[src/rtl/doc_led_7doan_quet_if.sv]
// Bus between a multiplexed 7-segment display driver and the scan-reader.
// The display side drives the enables/segments; the reader returns decoded frames.
interface doc_led_7doan_quet_if #(
  parameter int N_DIGIT = 8
);
  logic [N_DIGIT-1:0]   ena_led;
  logic [7:0]           sseg;
  logic [4*N_DIGIT-1:0] so_hex;
  logic [N_DIGIT-1:0]   dp_out;
  logic [N_DIGIT-1:0]   digit_ok;
  logic                 frame_valid;
  logic                 onehot_err;

  modport master (
    output ena_led,
    output sseg,
    input  so_hex,
    input  dp_out,
    input  digit_ok,
    input  frame_valid,
    input  onehot_err
  );

  modport slave (
    input  ena_led,
    input  sseg,
    output so_hex,
    output dp_out,
    output digit_ok,
    output frame_valid,
    output onehot_err
  );
endinterface

[src/rtl/doc_led_7doan_quet.sv]
// Scan-reader for a multiplexed active-high 7-segment bus: samples each settled
// digit, reverse-decodes it to hex and publishes whole frames with a strobe.
module doc_led_7doan_quet #(
  parameter int N_DIGIT    = 8,
  parameter int STABLE_CNT = 4
) (
  input logic                 ckht,
  input logic                 rst,
  doc_led_7doan_quet_if.slave bus
);
  localparam int          IN_W     = N_DIGIT + 8;
  localparam logic [7:0]  CNT_MAX  = 8'(STABLE_CNT);

  typedef enum logic [1:0] {
    CHO     = 2'd0,
    LAY_MAU = 2'd1,
    DA_LAY  = 2'd2
  } state_e;

  state_e               state_q, state_d;
  logic [IN_W-1:0]      in_cur;
  logic [IN_W-1:0]      in_r_q, in_r_d;
  logic [7:0]           cnt_q, cnt_d;
  logic                 changed;

  logic [N_DIGIT-1:0]   ena_s;
  logic [7:0]           sseg_s;
  logic                 sample;
  logic                 ena_zero;
  logic                 ena_onehot;
  logic [3:0]           dec_nib;
  logic                 dec_ok;

  logic [N_DIGIT-1:0]   mask_q, mask_d;
  logic [4*N_DIGIT-1:0] sh_hex_q, sh_hex_d;
  logic [N_DIGIT-1:0]   sh_dp_q, sh_dp_d;
  logic [N_DIGIT-1:0]   sh_ok_q, sh_ok_d;
  logic [4*N_DIGIT-1:0] so_hex_q, so_hex_d;
  logic [N_DIGIT-1:0]   dp_out_q, dp_out_d;
  logic [N_DIGIT-1:0]   digit_ok_q, digit_ok_d;
  logic                 frame_valid_q, frame_valid_d;
  logic                 onehot_err_q, onehot_err_d;

  function automatic logic [4:0] seg_to_hex(input logic [6:0] seg);
    logic [4:0] r;
    case (seg)
      7'h3F:   r = {1'b1, 4'h0};
      7'h06:   r = {1'b1, 4'h1};
      7'h5B:   r = {1'b1, 4'h2};
      7'h4F:   r = {1'b1, 4'h3};
      7'h66:   r = {1'b1, 4'h4};
      7'h6D:   r = {1'b1, 4'h5};
      7'h7D:   r = {1'b1, 4'h6};
      7'h07:   r = {1'b1, 4'h7};
      7'h7F:   r = {1'b1, 4'h8};
      7'h6F:   r = {1'b1, 4'h9};
      7'h77:   r = {1'b1, 4'hA};
      7'h7C:   r = {1'b1, 4'hB};
      7'h39:   r = {1'b1, 4'hC};
      7'h5E:   r = {1'b1, 4'hD};
      7'h79:   r = {1'b1, 4'hE};
      7'h71:   r = {1'b1, 4'hF};
      default: r = 5'h00;
    endcase
    return r;
  endfunction

  assign in_cur = {bus.ena_led, bus.sseg};
  assign ena_s  = in_r_q[IN_W-1:8];
  assign sseg_s = in_r_q[7:0];

  // Stability counter: restarts on any input change, saturates at CNT_MAX.
  always_comb begin
    in_r_d  = in_cur;
    changed = (in_cur != in_r_q);
    if (changed) begin
      cnt_d = '0;
    end else if (cnt_q == CNT_MAX) begin
      cnt_d = cnt_q;
    end else begin
      cnt_d = cnt_q + 8'd1;
    end
  end

  always_comb begin
    state_d = state_q;
    if (changed) begin
      state_d = CHO;
    end else begin
      case (state_q)
        CHO:     if (cnt_d == CNT_MAX) state_d = LAY_MAU;
        LAY_MAU: state_d = DA_LAY;
        default: state_d = DA_LAY;
      endcase
    end
  end

  // The sample happens on the edge that enters LAY_MAU, so the one-cycle
  // LAY_MAU state is when the sample's registered effects are visible.
  always_comb begin
    sample     = (state_q == CHO) && (state_d == LAY_MAU);
    ena_zero   = (ena_s == '0);
    ena_onehot = !ena_zero && ((ena_s & (ena_s - N_DIGIT'(1))) == '0);
    {dec_ok, dec_nib} = seg_to_hex(sseg_s[6:0]);
  end

  always_comb begin
    mask_d        = mask_q;
    sh_hex_d      = sh_hex_q;
    sh_dp_d       = sh_dp_q;
    sh_ok_d       = sh_ok_q;
    so_hex_d      = so_hex_q;
    dp_out_d      = dp_out_q;
    digit_ok_d    = digit_ok_q;
    frame_valid_d = 1'b0;
    onehot_err_d  = 1'b0;

    // Publish reads the old shadow; a coincident sample lands in the fresh mask.
    if (&mask_q) begin
      so_hex_d      = sh_hex_q;
      dp_out_d      = sh_dp_q;
      digit_ok_d    = sh_ok_q;
      frame_valid_d = 1'b1;
      mask_d        = '0;
    end

    if (sample) begin
      if (ena_onehot) begin
        for (int unsigned i = 0; i < N_DIGIT; i++) begin
          if (ena_s[i]) begin
            sh_hex_d[4*i +: 4] = dec_nib;
            sh_dp_d[i]         = sseg_s[7];
            sh_ok_d[i]         = dec_ok;
            mask_d[i]          = 1'b1;
          end
        end
      end else if (!ena_zero) begin
        onehot_err_d = 1'b1;
      end
    end
  end

  always_ff @(posedge ckht or posedge rst) begin
    if (rst) begin
      state_q       <= CHO;
      in_r_q        <= '0;
      cnt_q         <= '0;
      mask_q        <= '0;
      sh_hex_q      <= '0;
      sh_dp_q       <= '0;
      sh_ok_q       <= '0;
      so_hex_q      <= '0;
      dp_out_q      <= '0;
      digit_ok_q    <= '0;
      frame_valid_q <= 1'b0;
      onehot_err_q  <= 1'b0;
    end else begin
      state_q       <= state_d;
      in_r_q        <= in_r_d;
      cnt_q         <= cnt_d;
      mask_q        <= mask_d;
      sh_hex_q      <= sh_hex_d;
      sh_dp_q       <= sh_dp_d;
      sh_ok_q       <= sh_ok_d;
      so_hex_q      <= so_hex_d;
      dp_out_q      <= dp_out_d;
      digit_ok_q    <= digit_ok_d;
      frame_valid_q <= frame_valid_d;
      onehot_err_q  <= onehot_err_d;
    end
  end

  assign bus.so_hex      = so_hex_q;
  assign bus.dp_out      = dp_out_q;
  assign bus.digit_ok    = digit_ok_q;
  assign bus.frame_valid = frame_valid_q;
  assign bus.onehot_err  = onehot_err_q;

endmodule

[src/flat_wrapper.sv]
// flat-port wrapper written by rule: the top's interface ports become plain ports
module doc_led_7doan_quet_flat 
#(
  parameter int N_DIGIT    = 8,
  parameter int STABLE_CNT = 4
)
  (ckht, rst, bus_ena_led, bus_sseg, bus_so_hex, bus_dp_out, bus_digit_ok, bus_frame_valid, bus_onehot_err);
  doc_led_7doan_quet_if #(.N_DIGIT(N_DIGIT)) bus_i ();
  input logic ckht;
  input logic rst;
  input wire logic [$bits(bus_i.ena_led)-1:0] bus_ena_led;
  input wire logic [$bits(bus_i.sseg)-1:0] bus_sseg;
  output wire logic [$bits(bus_i.so_hex)-1:0] bus_so_hex;
  output wire logic [$bits(bus_i.dp_out)-1:0] bus_dp_out;
  output wire logic [$bits(bus_i.digit_ok)-1:0] bus_digit_ok;
  output wire logic [$bits(bus_i.frame_valid)-1:0] bus_frame_valid;
  output wire logic [$bits(bus_i.onehot_err)-1:0] bus_onehot_err;
  assign bus_i.ena_led = bus_ena_led;
  assign bus_i.sseg = bus_sseg;
  assign bus_so_hex = bus_i.so_hex;
  assign bus_dp_out = bus_i.dp_out;
  assign bus_digit_ok = bus_i.digit_ok;
  assign bus_frame_valid = bus_i.frame_valid;
  assign bus_onehot_err = bus_i.onehot_err;
  doc_led_7doan_quet #(.N_DIGIT(N_DIGIT), .STABLE_CNT(STABLE_CNT)) u_core (.ckht(ckht), .rst(rst), .bus(bus_i));
endmodule
[config.mk]
export PLATFORM = sky130hd
export DESIGN_NAME = doc_led_7doan_quet_flat
export DESIGN_NICKNAME = d
export VERILOG_FILES = /design/src/rtl/doc_led_7doan_quet_if.sv /design/src/rtl/doc_led_7doan_quet.sv /design/src/flat_wrapper.sv
export SDC_FILE = /design/constraint.sdc
export NUM_CORES = 1
export LEC_CHECK = 0
export BUFFER_PORTS_ARGS = -buffer_cell sky130_fd_sc_hd__clkbuf_2
export CAP_MARGIN = 20
export CORE_MARGIN = 4
export CORE_UTILIZATION = 55
export CTS_CLUSTER_SIZE = 8
export DETAILED_ROUTE_END_ITERATION = 10
export PLACE_DENSITY = 0.76
export SLEW_MARGIN = 20
export SYNTH_ARGS = -nofsm -noshare
export SYNTH_HDL_FRONTEND = slang
export SYNTH_SLANG_ARGS = --single-unit
[constraint.sdc]
create_clock -name ckht -period 5.7 [get_ports ckht]
set_clock_uncertainty 0.1 [all_clocks]
set_input_delay 0.57 -clock ckht [delete_from_list [all_inputs] [get_ports ckht]]
set_output_delay 0.57 -clock ckht [all_outputs]
set_load 0.02 [all_outputs]
After elaboration in Yosys (flattened, before gate mapping)
Index checks and enable logic that the tools add are counted.
{"block": "op_classes", "n_addsub": 2, "eq_ne": 20, "muxes": 21, "bitwise_logic": 1, "n_reduce_logical": 15}
{"cell": "$eq 7x7->1 const B", "count": 12}
{"cell": "$pmux 5 s16", "count": 1}
{"cell": "$mux 8", "count": 5}
{"cell": "$reduce_and 3->1", "count": 8}
{"cell": "$eq 8x3->1 const B", "count": 2}
{"cell": "$logic_not 8->1", "count": 2}
{"cell": "$ne 16x16->1", "count": 1}
{"cell": "$eq 7x3->1 const B", "count": 2}
{"cell": "$eq 7x6->1 const B", "count": 2}
{"cell": "$mux 1", "count": 12}
{"cell": "$add 8x1->8 const B", "count": 1}
{"cell": "$and 8x8->8", "count": 1}
{"cell": "$reduce_and 8->1", "count": 1}
{"cell": "$sub 8x1->8 const B", "count": 1}
{"cell": "$mux 2", "count": 3}
{"cell": "$eq 2x1->1 const B", "count": 1}
{"cell": "$logic_and 1x1->1", "count": 2}
{"cell": "$logic_not 2->1", "count": 1}
{"cell": "$logic_not 1->1", "count": 1}
{"block": "totals", "regBits": 132, "inputBits": 18}

Depth between registers and ports, before layout
{"block": "depth", "word_depth": 10, "depth_mapped": 11, "mapped_depth_nobuf": 8}

Least setup slack after synthesis
Ideal clock, no wire load.
{"block": "synth_timing", "path_type": "reg2reg", "from": "register u_core.cnt_q[0]", "to": "register u_core.sh_dp_q[5]", "setup_ns": 0.125, "arrival_time_ns": 2.548, "setup_slack_ns": 2.927, "stages_incl_launch_ff": 12, "path_buffers": 3, "path_cell_list": "dfrtp_1 -> clkbuf_1 -> inv_1 -> ha_1 -> nor4bb_1 -> o2bb2ai_1 -> o21a_1 -> o31a_1 -> buf_2 -> and3_2 -> clkbuf_1 -> mux2_2"}
{"block": "synth_via", "elab_chain_len": 10, "word_cells_on_any_way": 11, "classes_between": "add/sub: 1; eq/ne: 3; mux: 5; reduce/logical: 2"}
{"item": "start, declared", "line_no": "doc_led_7doan_quet.sv:23", "rtl": "logic [7:0] cnt_q, cnt_d;"}
{"item": "start signal, assigned", "line_no": "doc_led_7doan_quet.sv:160", "rtl": "cnt_q <= cnt_d;"}
{"item": "$add 8x1->8 / $eq 8x3->1 (equally long branches)", "line_no": "doc_led_7doan_quet.sv:81, doc_led_7doan_quet.sv:78"}
{"item": "$mux 8 (*)", "line_no": "doc_led_7doan_quet.sv:78", "rtl": "end else if (cnt_q == CNT_MAX) begin"}
{"item": "$mux 8 (*)", "line_no": "doc_led_7doan_quet.sv:76", "rtl": "if (changed) begin"}
{"item": "$eq 8x3->1 (*)", "line_no": "doc_led_7doan_quet.sv:91", "rtl": "CHO: if (cnt_d == CNT_MAX) state_d = LAY_MAU;"}
{"item": "$mux 2 (*)", "line_no": "doc_led_7doan_quet.sv:91"}
{"item": "$mux 2 (*)", "line_no": "doc_led_7doan_quet.sv:90", "rtl": "case (state_q)"}
{"item": "$mux 2 (*)", "line_no": "doc_led_7doan_quet.sv:87", "rtl": "if (changed) begin"}
{"item": "$eq 2x1->1 (*)", "line_no": "doc_led_7doan_quet.sv:101", "rtl": "sample = (state_q == CHO) && (state_d == LAY_MAU);"}
{"item": "$logic_and 1x1->1 (*)", "line_no": "doc_led_7doan_quet.sv:101"}
{"item": "$reduce_and 3->1 (no line) (*)"}
{"item": "end signal, assigned", "line_no": "doc_led_7doan_quet.sv:163", "rtl": "sh_dp_q <= sh_dp_d;"}
{"item": "end, declared", "line_no": "doc_led_7doan_quet.sv:36", "rtl": "logic [N_DIGIT-1:0] sh_dp_q, sh_dp_d;"}
Every way passes the cells marked *; elsewhere a longest branch is shown, timed or not.
A chain may end at the register's enable or synchronous reset.

Worst setup path after layout
{"block": "layout_timing", "from": "register u_core.cnt_q[0]", "to": "register u_core.sh_dp_q[6]"}
Same word-level chain as after synthesis.

==> flow_summary.toml <==
[timing]
period_minus_slack_ps = 3160
timing.fmax_mhz = 317
final.setup.worst_slack_ps = 2540
tns_ps = 0
max_slew_margin = 0.305
setup_viol_count_final = 0
hold_violations = 0
maxSlewViolCount = 0
worstMarginPinSlew_ps = 1040
fin_crit_sh = 0.554
grt_setup_unrepaired = "false"

[final_layout]
mostFrequentLayoutCell = "nand2_1"
nFillCells = 788
final_cell_mix = "167 x nand2_1, 132 x dfrtp_1, 67 x clkbuf_2"
final_nets = 593
final_core_util = 0.670
syn_to_final_growth_pct = 18.9
drive_gt1_frac = 0.273
diodes = 0

[flow_run]
cap_violations = 0

[cts]
clock-sinks = 132
clk_latency_ps = 520
htreeDepth = 4
postCtsHoldBufs = 0
cts_tree = "done"
postCtsSetupBuffers = 0
ctsResizeCount = 0
cts_buffers = 17
cts_max_path_buffers = 2
cts_root_buf = "clkbuf_8"
clk_pin_slew_ps = 60

[synthesis]
synth_seq_cells = 132
synthTopCellsByArea = "dfrtp_1 60%, nand2_1 11%, mux2_2 9.6%, xor2_1 3.2%, clkbuf_1 1.4%"
yosysSeqAreaShare = 0.600
synth_cells = 508
synth_edf_count = 0
netlist_area_um2 = 5510
async_reset_ff_frac = 1.00
yosysWarnings = 0
synth_cell_type_count = 51
synth_top_area_share = 0.600
synth_top_flop_cell = "dfrtp_1"
syn_avg_cell_area_um2 = 10.8
syn_nets = 528
synth_area_leader_cell = "dfrtp_1"

[global_routing]
grt_max_degree = 90
track_usage = 0.221
grt_pass1_vias = 3890
grt_remaining_overflow = 0
antenna_found_initial = 0
grt_pass1_wl_um = 19900

[floorplanning]
num_rows = 36
ios = 68
core_um2 = 9770
initial_utilization = 0.563
die_h_um = 108
die_w_um = 108
die_area_um2 = 11700

[detailed_routing]
drtAntennaViolNets = 0
wire_per_inst_um = 16.4
drc = 0
firstDrtPassIters = 5
viasPerCell = 5.45
vias = 3918
drt-initial-drc-count = 211
wirelength_um = 11800

[placement]
port_buffers = 67
pre_cts_slack_ps = 2590
gp_congestion = 0.841
dp_hpwl_um = 7610

[worst_setup_path]
arrival_ps = 3460
start_kind = "flop"
critPathRequiredTime_ps = 6010
rrSetupSlack_ps = 2540
end_kind = "flop"
crit_type = "reg2reg"
worstSetupStartpoint = "u_core.cnt_q[0]"
worstRegToRegCells = 8
timing.rr.end = "u_core.sh_dp_q[6]"
r2r_start = "u_core.cnt_q[0]"
crit_fanout = 9
critPathCapture = "u_core.sh_dp_q[6]"

[outcome]
status = "completed"

[power_and_ir_drop]
ir_worst_vdd_mv = 0.191
powerDensity_nw_per_um2 = 321
p_leak_nw = 3.44

[worst_hold_path]
hold_class = "in2reg"
[cell usage after synthesis, types with 2 or more instances]
master / number
a21boi_0: 2
a21o_1: 2
a21oi_1: 3
a31oi_1: 3
and2_1: 2
and3_1: 2
buf_1: 2
clkbuf_1: 21
dfrtp_1: 132
ha_1: 2
inv_1: 9
mux2_1: 2
mux2_2: 47
nand2_1: 167
nand2b_1: 7
nand3_1: 7
nand3_2: 6
nand4_1: 6
nor2_1: 15
nor3_1: 3
nor3b_1: 4
nor4_1: 6
o21ai_0: 6
o21ai_1: 2
o22ai_1: 2
o32a_1: 2
or4_1: 2
xnor2_1: 2
xor2_1: 20
[report_power, final]
group	leakage (nW)	total (mW)	internal, mW	switching, mW
Clock	0.287	1.09	0.689	0.396
Combinational	1.37	0.0565	0.0186	0.0380
Sequential	1.78	0.958	0.943	0.0148
Total	3.44	2.10	1.65	0.449
[per-layer routing]
metal	routed length [um]	part of all wire	GRT usage	up-vias
li1	-	-	-	1825
met1	5150	0.44	0.298	1942
met2	5680	0.48	0.345	127
met4	302	0.026	0.0893	0
met3	655	0.056	0.0585	24
met5	0	0	0	-
[worst max-delay path, cell delays in order (launching register included)]
cell       delay (ps)
dfrtp_1           470
inv_1             130
ha_1              150
nor4bb_1          580
o2bb2ai_1         200
o21a_1            140
o31a_1            430
and3_1            470
mux2_2            390
[cell type report]
type | instances | area, um2 | area share
clock buffer | 20 | 445 | 0.0681
timing repair buffer | 71 | 365 | 0.0558
clock inverter | 12 | 154 | 0.0235
inverter | 9 | 38.8 | 0.00593
tap | 133 | 166 | 0.0254
sequential | 132 | 3300 | 0.505
multi-input combinational | 342 | 2070 | 0.317
[sequential cells by signal, indices dropped and copies added, names as in the netlist]
name                    cells
u_core.bus.digit_ok         8
u_core.bus.dp_out           8
u_core.bus.frame_valid      1
u_core.bus.onehot_err       1
u_core.bus.so_hex          32
u_core.cnt_q                8
u_core.in_r_q              16
u_core.mask_q               8
u_core.sh_dp_q              8
u_core.sh_hex_q            32
u_core.sh_ok_q              8
u_core.state_q              2
[worst min-delay path by stage]
stage / cells past startpoint / slack [ps] / to / start
finish: 1 / 80 / u_core.in_r_q[14] / bus_ena_led[6]
global route: 1 / 60 / u_core.in_r_q[5] / bus_sseg[5]
CTS: 1 / 60 / u_core.in_r_q[4] / bus_sseg[4]
detailed placement: 2 / 350 / u_core.bus.so_hex[18] / u_core.sh_hex_q[18]
global placement: 2 / 350 / u_core.bus.so_hex[0] / u_core.sh_hex_q[0]
floorplan: 2 / 330 / u_core.bus.digit_ok[0] / u_core.sh_ok_q[0]
[cell families (layout without fill, tap and decap cells)]
family,after synthesis,after routing,synth area share
AOI/OAI and AO/OA,32,32,0.0407
xor gates and xnor gates,22,22,0.0350
adders and majority gates,3,3,0.00636
buffers and inverters,34,112,0.0236
DFF,132,132,0.600
muxes,49,49,0.100
and+or+nand+nor,236,236,0.194
[metrics by stage]
stage                     hold slack [ps]  total power [mW]  std cells  area, um2
final                                78.8              2.10        719       6550
after global routing                 64.3              2.17        719       6550
after CTS                            60.0              2.12        719       6540
after detailed placement              353              1.03        687       5940
after global placement                351              1.03        687       5940
after floorplan                       333              1.01        508       5510
Power figures use the tool's default switching activity.
